==> src/rtl/dino_pkg.sv <==
// Shared player-state codes used by the player FSM, sprite ROM and
// collision/scoring logic.
package dino_pkg;

  localparam logic [2:0] PS_RESTART   = 3'b000;
  localparam logic [2:0] PS_JUMPING   = 3'b001;
  localparam logic [2:0] PS_RUN_1     = 3'b010;
  localparam logic [2:0] PS_RUN_2     = 3'b011;
  localparam logic [2:0] PS_DUCKING   = 3'b100;
  localparam logic [2:0] PS_GAME_OVER = 3'b101;

  typedef enum logic [2:0] {
    ST_RESTART   = PS_RESTART,
    ST_JUMPING   = PS_JUMPING,
    ST_RUN_1     = PS_RUN_1,
    ST_RUN_2     = PS_RUN_2,
    ST_DUCKING   = PS_DUCKING,
    ST_GAME_OVER = PS_GAME_OVER
  } player_state_e;

endpackage

==> src/rtl/dino_anim_timer.sv <==
// Tick-enabled mod-TICKS counter with synchronous clear.
// Ports: clk, rst (sync, high), en (count step), clr, wrap (last-count step).
module dino_anim_timer #(
  parameter int unsigned TICKS = 4
) (
  input  logic clk,
  input  logic rst,
  input  logic en,
  input  logic clr,
  output logic wrap
);

  localparam int unsigned CW = (TICKS > 1) ? $clog2(TICKS) : 1;
  localparam logic [CW-1:0] LAST = CW'(TICKS - 1);

  logic [CW-1:0] count;

  assign wrap = en && (count == LAST);

  always_ff @(posedge clk) begin
    if (rst) begin
      count <= '0;
    end else if (clr) begin
      count <= '0;
    end else if (en) begin
      count <= wrap ? '0 : count + 1'b1;
    end
  end

endmodule

==> src/rtl/dino_player_ctrl.sv <==
// Dino player FSM: state code, height and airborne flag per game tick.
// Ports: clk, rst, i_game_tick, i_jump, i_duck, i_game_over, i_restart,
// o_player_state, o_player_height, o_airborne. Option: DINO_FAST_FALL_EN.
module dino_player_ctrl
  import dino_pkg::*;
#(
  parameter int unsigned HEIGHT_W   = 6,
  parameter int unsigned JUMP_VEL   = 6,
  parameter int unsigned GRAVITY    = 1,
  parameter int unsigned ANIM_TICKS = 4
) (
  input  logic                clk,
  input  logic                rst,
  input  logic                i_game_tick,
  input  logic                i_jump,
  input  logic                i_duck,
  input  logic                i_game_over,
  input  logic                i_restart,
  output logic [2:0]          o_player_state,
  output logic [HEIGHT_W-1:0] o_player_height,
  output logic                o_airborne
);

  localparam int unsigned VW = HEIGHT_W + 1;
  localparam logic [VW-1:0] JV = VW'(JUMP_VEL);
  localparam logic [VW-1:0] G1 = VW'(GRAVITY);
`ifdef DINO_FAST_FALL_EN
  localparam logic [VW-1:0] G2 = VW'(2 * GRAVITY);
`endif

  player_state_e state_q, state_d;
  logic [HEIGHT_W-1:0] height_q, height_d;
  logic [VW-1:0] vel_q, vel_d;
  logic airborne_q;
  logic anim_en, anim_clr, anim_wrap;
  logic [VW:0] sum;
  logic [VW-1:0] grav;

  dino_anim_timer #(
    .TICKS (ANIM_TICKS)
  ) u_anim (
    .clk  (clk),
    .rst  (rst),
    .en   (anim_en),
    .clr  (anim_clr),
    .wrap (anim_wrap)
  );

  // Height zero-extended, velocity sign-extended: one extra bit
  // keeps the true sum of an unsigned height and signed velocity.
  assign sum = {2'b00, height_q} + {vel_q[VW-1], vel_q};

`ifdef DINO_FAST_FALL_EN
  assign grav = i_duck ? G2 : G1;
`else
  assign grav = G1;
`endif

  always_comb begin
    state_d  = state_q;
    height_d = height_q;
    vel_d    = vel_q;
    anim_en  = 1'b0;
    anim_clr = 1'b0;
    if (i_game_over) begin
      state_d = ST_GAME_OVER;
    end else if (state_q == ST_GAME_OVER) begin
      if (i_restart) begin
        state_d  = ST_RESTART;
        height_d = '0;
        vel_d    = '0;
        anim_clr = 1'b1;
      end
    end else if (i_game_tick) begin
      unique case (state_q)
        ST_RESTART: begin
          state_d  = ST_RUN_1;
          anim_clr = 1'b1;
        end
        ST_RUN_1, ST_RUN_2: begin
          if (i_jump) begin
            state_d  = ST_JUMPING;
            vel_d    = JV;
            height_d = '0;
          end else if (i_duck) begin
            state_d = ST_DUCKING;
          end else begin
            anim_en = 1'b1;
            if (anim_wrap) begin
              state_d = (state_q == ST_RUN_1) ? ST_RUN_2 : ST_RUN_1;
            end
          end
        end
        ST_DUCKING: begin
          if (i_jump) begin
            state_d  = ST_JUMPING;
            vel_d    = JV;
            height_d = '0;
          end else if (!i_duck) begin
            state_d  = ST_RUN_1;
            anim_clr = 1'b1;
          end
        end
        ST_JUMPING: begin
          // Negative or zero sum means touchdown.
          if (sum[VW] || sum == '0) begin
            state_d  = ST_RUN_1;
            height_d = '0;
            vel_d    = '0;
            anim_clr = 1'b1;
          end else begin
            height_d = sum[HEIGHT_W] ? '1 : sum[HEIGHT_W-1:0];
            vel_d    = vel_q - grav;
          end
        end
        default: state_d = state_q;
      endcase
    end
  end

  always_ff @(posedge clk) begin
    if (rst) begin
      state_q    <= ST_RESTART;
      height_q   <= '0;
      vel_q      <= '0;
      airborne_q <= 1'b0;
    end else begin
      state_q    <= state_d;
      height_q   <= height_d;
      vel_q      <= vel_d;
      airborne_q <= (state_d == ST_JUMPING);
    end
  end

  assign o_player_state  = state_q;
  assign o_player_height = height_q;
  assign o_airborne      = airborne_q;

endmodule

==> config.mk <==
export PLATFORM = sky130hd
export DESIGN_NAME = dino_player_ctrl
export DESIGN_NICKNAME = d
export VERILOG_FILES = /design/src/rtl/dino_pkg.sv /design/src/rtl/dino_anim_timer.sv /design/src/rtl/dino_player_ctrl.sv
export SDC_FILE = /design/constraint.sdc
export NUM_CORES = 1
export LEC_CHECK = 0
export CAP_MARGIN = 20
export CORE_UTILIZATION = 56
export DETAILED_ROUTE_END_ITERATION = 6
export GPL_TIMING_DRIVEN = 0
export MAX_ROUTING_LAYER = met4
export PLACE_DENSITY = 0.79
export RECOVER_POWER = 100
export SLEW_MARGIN = 20
export SYNTH_ARGS = -nofsm -noshare
export SYNTH_HDL_FRONTEND = slang
export SYNTH_SLANG_ARGS = --single-unit
==> constraint.sdc <==
create_clock -name clk -period 3.4 [get_ports clk]
set_input_delay 0.68 -clock clk [delete_from_list [all_inputs] [get_ports clk]]
set_output_delay 0.68 -clock clk [all_outputs]
set_load 0.02 [all_outputs]
* Yosys cells after proc, flatten, opt, wreduce, memory -nomap -nowiden
Index checks and enable logic that the tools add are counted.
** Cells by class
- Multiply operators :: 0
- Div/mod/pow operators :: 0
- Mux-type cells :: 38
- Reduce and logical (&&, ||, !) cells :: 10
- $lt $le $gt $ge :: 0
- Equality and inequality tests :: 9
- Shift operators :: 0
- Add/subtract/negate cells :: 3
- Bitwise gates (word level) :: 1
** Operator list (count)
- $mux 6 :: 6
- $mux 7 :: 5
- $mux 3 :: 10
- $pmux 7 s2 :: 1
- $mux 1 :: 12
- $pmux 3 s4 :: 1
- $pmux 6 s2 :: 1
- $add 7x7->8 :: 1
- $logic_not 8->1 :: 1
- $sub 7x1->7 const B :: 1
- $eq 3x1->1 const B :: 2
- $eq 3x2->1 const B :: 2
- $eq 3x3->1 const B :: 2
- $reduce_and 5->1 :: 1
- $reduce_or 2->1 :: 2
- $logic_not 3->1 :: 1
- $ne 3x1->1 const B :: 1
- $pmux 1 s3 :: 1
- $reduce_bool 3->1 :: 1
- $reduce_or 3->1 :: 1
- $add 2x1->2 const B :: 1
- $eq 2x2->1 const B :: 1
- $mux 2 :: 1
- $ne 2x2->1 const B :: 1
- 4 further kinds :: 4
** Word-level totals
- Memories kept :: 0
- Output and inout port bits :: 10
- Latch bits :: 0
- Word-level logic and storage cells :: 66
- Memory bits (writable) :: 0
- Register bits :: 19
- Bits in read-only memories :: 0

* Depth between registers and ports, before layout
- Word-level depth :: 15
- Depth in mapped cells :: 8
- Depth with buffers taken out :: 8

* Cells and area by module
From an unflattened synthesis, not the netlist that was laid out.
** Second synthesis, totals
- Cell total of the unflattened synthesis :: 174
- Area, all modules :: 1382.6 um2
** Modules (own cells, without submodules)
- dino_player_ctrl :: instances 1, cells an instance 165, sequential area each 340.3 um2, area an instance 1281.2 um2
- dino_anim_timer :: instances 1, cells an instance 9, sequential area each 40.0 um2, area an instance 101.3 um2

* Least setup slack after synthesis
No wires, ideal clock.
- Path kind :: reg2reg
- Start :: register height_q[0], in the netlist o_player_height[0]
- End :: register vel_q[3]
- Buffers on the path :: 0
- Data arrival time :: 2.455 ns
- Period minus slack after synthesis :: 2.524 ns
- Data required time :: 3.331 ns
- Slack :: 0.876 ns
- Stages on the path, launching flop included :: 9
- Cell sequence :: dfxtp_1 -> ha_1 -> fa_1 -> a211o_2 -> nand2_1 -> a211oi_2 -> a311o_1 -> or4_1 -> o21ai_1
** On the way
- Longest elaborated chain between the ends :: 7
** RTL lines
- start: declaration :: line dino_player_ctrl.sv:32 : logic [HEIGHT_W-1:0] height_q, height_d;
- start signal: assignment :: line dino_player_ctrl.sv:129 : height_q <= height_d;
- $add 7x7->8 (*) :: line dino_player_ctrl.sv:51 : assign sum = {2'b00, height_q} + {vel_q[VW-1], vel_q};
- $logic_not 8->1 :: line dino_player_ctrl.sv:106 : if (sum[VW] || sum == '0) begin
- $logic_or 1x1->1 (*) :: line dino_player_ctrl.sv:106
- $mux 7 (*) :: line dino_player_ctrl.sv:106
- $pmux 7 s2 (*) :: line dino_player_ctrl.sv:75 : unique case (state_q)
- $mux 7 (*) :: line dino_player_ctrl.sv:74 : end else if (i_game_tick) begin
- $mux 7 (*) :: line dino_player_ctrl.sv:67 : end else if (state_q == ST_GAME_OVER) begin
- end signal: assignment :: line dino_player_ctrl.sv:130 : vel_q <= vel_d;
- end: declaration :: line dino_player_ctrl.sv:33 : logic [VW-1:0] vel_q, vel_d;
Every way passes the cells marked *; elsewhere a longest branch is shown, timed or not. The select of a mux whose other input is x is not followed.
A chain may end at the register's enable or synchronous reset.

* Worst setup path in the final report
- Start :: register vel_q[0]
- End :: register vel_q[6]
** On the way
- Longest elaborated chain between the ends :: 7
- Elaborated cells between the ends (all ways) :: 8
- Those cells by class :: 2 x add/sub; 4 x mux; 2 x reduce/logical
** RTL lines (line)
- $add 7x7->8 :: dino_player_ctrl.sv:51
- $logic_not 8->1 :: dino_player_ctrl.sv:106
- $logic_or 1x1->1 :: dino_player_ctrl.sv:106
- $mux 7 (*) :: dino_player_ctrl.sv:106
- $pmux 7 s2 (*) :: dino_player_ctrl.sv:75
- $mux 7 (*) :: dino_player_ctrl.sv:74
- $mux 7 (*) :: dino_player_ctrl.sv:67
Marks and branches as above.

==> metrics.yaml <==
drt:
  vias: 1539
  drc: 0
  vias_per_cell: 6.36
  routed_wl_mm: 3.81
  wire_per_inst_um: 15.7
  drt_iter0_markers: 51
  drtPass1Iterations: 6
  ant_nets: 0
timing:
  tightest_slew_ps: 613
  drv_slew: 0
  slew_headroom: 0.588
  fin_ws_ps: 593
  hold_ws_ps: 487
  fin_crit_sh: 0.826
  setup_tns_ps: 0
  max_freq_mhz: 356
  fin_skew_ps: 1.44
  setup_viol: 0
  rsz0062_at_grt: "false"
  min_period_ps: 2810
  finalHoldViolCount: 0
cts:
  post_cts_buffers: 0
  cts_max_path_buffers: 2
  clk_pin_slew_ps: 110
  cts_sinks: 19
  clockRootBuffer: "clkbuf_4"
  h-tree-depth: 1
  clkLatencyLatePin_ps: 300
  cts_resized: 0
  cts_tree: "yes"
  cts_made_buffers: 3
  hold_buffers: 0
place:
  io_buffers: 14
  gp_congestion: 0.938
  postPlaceCellArea_mm2: 0.00169
  dp_cells: 238
  dp_slack_ps: 625
  dp_hpwl_mm: 2.96
setup_path:
  path_cells: "ha_1, fa_1, a211o_2, a21o_1, a211oi_2, a2111oi_0, o311ai_0, o21ai_0"
  end_kind: "flop"
  critical_path_class: "flop to flop"
  cp.arrival_ps: 2990
  worstPathRequired_ps: 3580
  startpoint_type: "flop"
  cpPeakStageDelay_ps: 420
  slowest_stage: "fa_1"
  path_buf_inv: 0
  regToRegSetupSlack_ps: 590
  worstPathMaxFanout: 5
  crit_family: "compound AO/OA/AOI/OAI gates"
run_status:
  status: "completed"
min_path:
  min_path_type: "flop to flop"
layout:
  antenna_cells: 0
  syn2layout_area_growth_pct: 13.5
  fillers: 220
  final_area_mm2: 0.00172
  drive_gt1_frac: 0.0849
  final_nets: 229
  multiInputGateArea_mm2: 0.00107
  fin_util: 0.683
  fin_cells: 242
  seq_area_um2: 380
pwr:
  p_per_area_mw_per_mm2: 275
  p_leak_nw: 0.719
  finalPower_mw: 0.473
  ir_drop_mv: 0.270
grt:
  grt_pass1_wl_mm: 6.09
  antenna_found_initial: 0
  first_global_vias: 1368
  grt_use_total: 0.297
  grt-ovfl-total: 0
  grt_max_degree: 12
floorplanning:
  rows: 18
  die_w_um: 54.0
  start_util: 0.601
  die_area_mm2: 0.00292
  core_area_mm2: 0.00252
  ios: 17
  die_y_um: 54.0
yosys:
  synthTopCellsByArea: "dfxtp_1, ha_1, a21oi_1, nand2_1, o21ai_0"
  synth_top_family_by_area: "compound AO/OA/AOI/OAI gates"
  synth-warning-count: 0
  yosys.area.top_type: "dfxtp_1"
  synth_compound_area_frac: 0.289
  synthMuxAreaShare: 0.0140
  synth_fa_ha_area_frac: 0.0792
  synth_top_area_frac: 0.251
  ys_types: 55
  avgSynthCellArea_um2: 7.82
  async_flop_share: 0
  synth_edf_count: 0
  synthSimpleGateAreaFrac: 0.289
  synth-main-ff-cell: "dfxtp_1"
  synth_xor_area_frac: 0.0347
  syn_inst: 194
  syn_nets: 210
  ys_ff_latch: 19
  synth_seq_area_share: 0.251
  synth_area_mm2: 0.00152
run:
  drv_cap: 0
-- layer usage --
metal,GRT usage,share of wire,vias up
li1,-,-,762
met1,0.365,0.45,729
met2,0.504,0.50,44
met3,0.0198,0.038,4
met4,0.111,0.0079,0
met5,-,0,-
-- area by class of cell --
type	count	share of cell area
clock buffer	3	0.0131
timing repair buffer	14	0.0814
inverter	8	0.0174
buffer	9	0.0211
multi-input combinational	158	0.621
tap	30	0.0218
sequential	19	0.221
clock inverter	1	0.00291
-- flip-flops by register name, summed over array words and instances (netlist names) --
| register | count |
|---|---|
| vel_q | 7 |
| o_player_height | 6 |
| o_player_state | 3 |
| u_anim.count | 2 |
| o_airborne | 1 |
-- placed cells by master, fill, tap and decap left out, drive strengths merged, types with 8 or more instances in the layout --
master,Yosys,final
nor2,8,8
o21ai,16,16
clkbuf,8,11
nor3,10,10
nand2,17,17
dfxtp,19,19
a21oi,15,15
ha,8,8
dlygate4sd3,0,11
inv,8,8
-- path summary, 6_finish.rpt --
path	startpoint	endpoint	depth (start not counted)
worst max-delay path	vel_q[0]	vel_q[6]	8
worst min-delay path	o_player_height[0]	o_player_height[0]	2
worst max register to register	vel_q[0]	vel_q[6]	8
worst min register to register	o_player_height[0]	o_player_height[0]	2
-- tightest hold or removal path, stage by stage, from the launching register on --
cell and delay, ps:
dfxtp_1 340, nand2_1 60, a21oi_1 50
-- synth_stat cells, types with 2 or more instances --
master	instances
a2111oi_0	2
a211oi_1	3
a21o_1	2
a21oi_1	15
a311o_1	3
and2_1	2
clkbuf_1	7
dfxtp_1	19
ha_1	8
inv_1	8
nand2_1	17
nand2b_1	7
nand3_1	7
nand3b_1	2
nor2_1	7
nor2b_1	3
nor3_1	10
nor3b_1	4
nor4_1	2
o211ai_1	3
o21a_1	3
o21ai_0	11
o21ai_1	5
o311ai_0	2
or2_2	3
or3_1	4
or4_1	3
xnor2_1	3
xor2_1	3
-- report_power, final --
| group | switching (mW) | leakage, nW | internal (mW) | total [mW] |
|---|---|---|---|---|
| Clock | 0.0736 | 0.0177 | 0.0439 | 0.118 |
| Sequential | 0.00552 | 0.154 | 0.228 | 0.234 |
| Combinational | 0.0726 | 0.548 | 0.0490 | 0.122 |
-- cell families (layout without fill, tap and decap cells) --
group	Yosys count	count (layout)
flip-flops	19	19
buffers and inverters	17	35
AO/OA/AOI/OAI	63	63
adder cells (fa/ha/maj)	9	9
XOR/XNOR	6	6
AND/OR/NAND/NOR	78	78
multiplexers	2	2
Note: power is estimated with default switching activity, not from simulation.
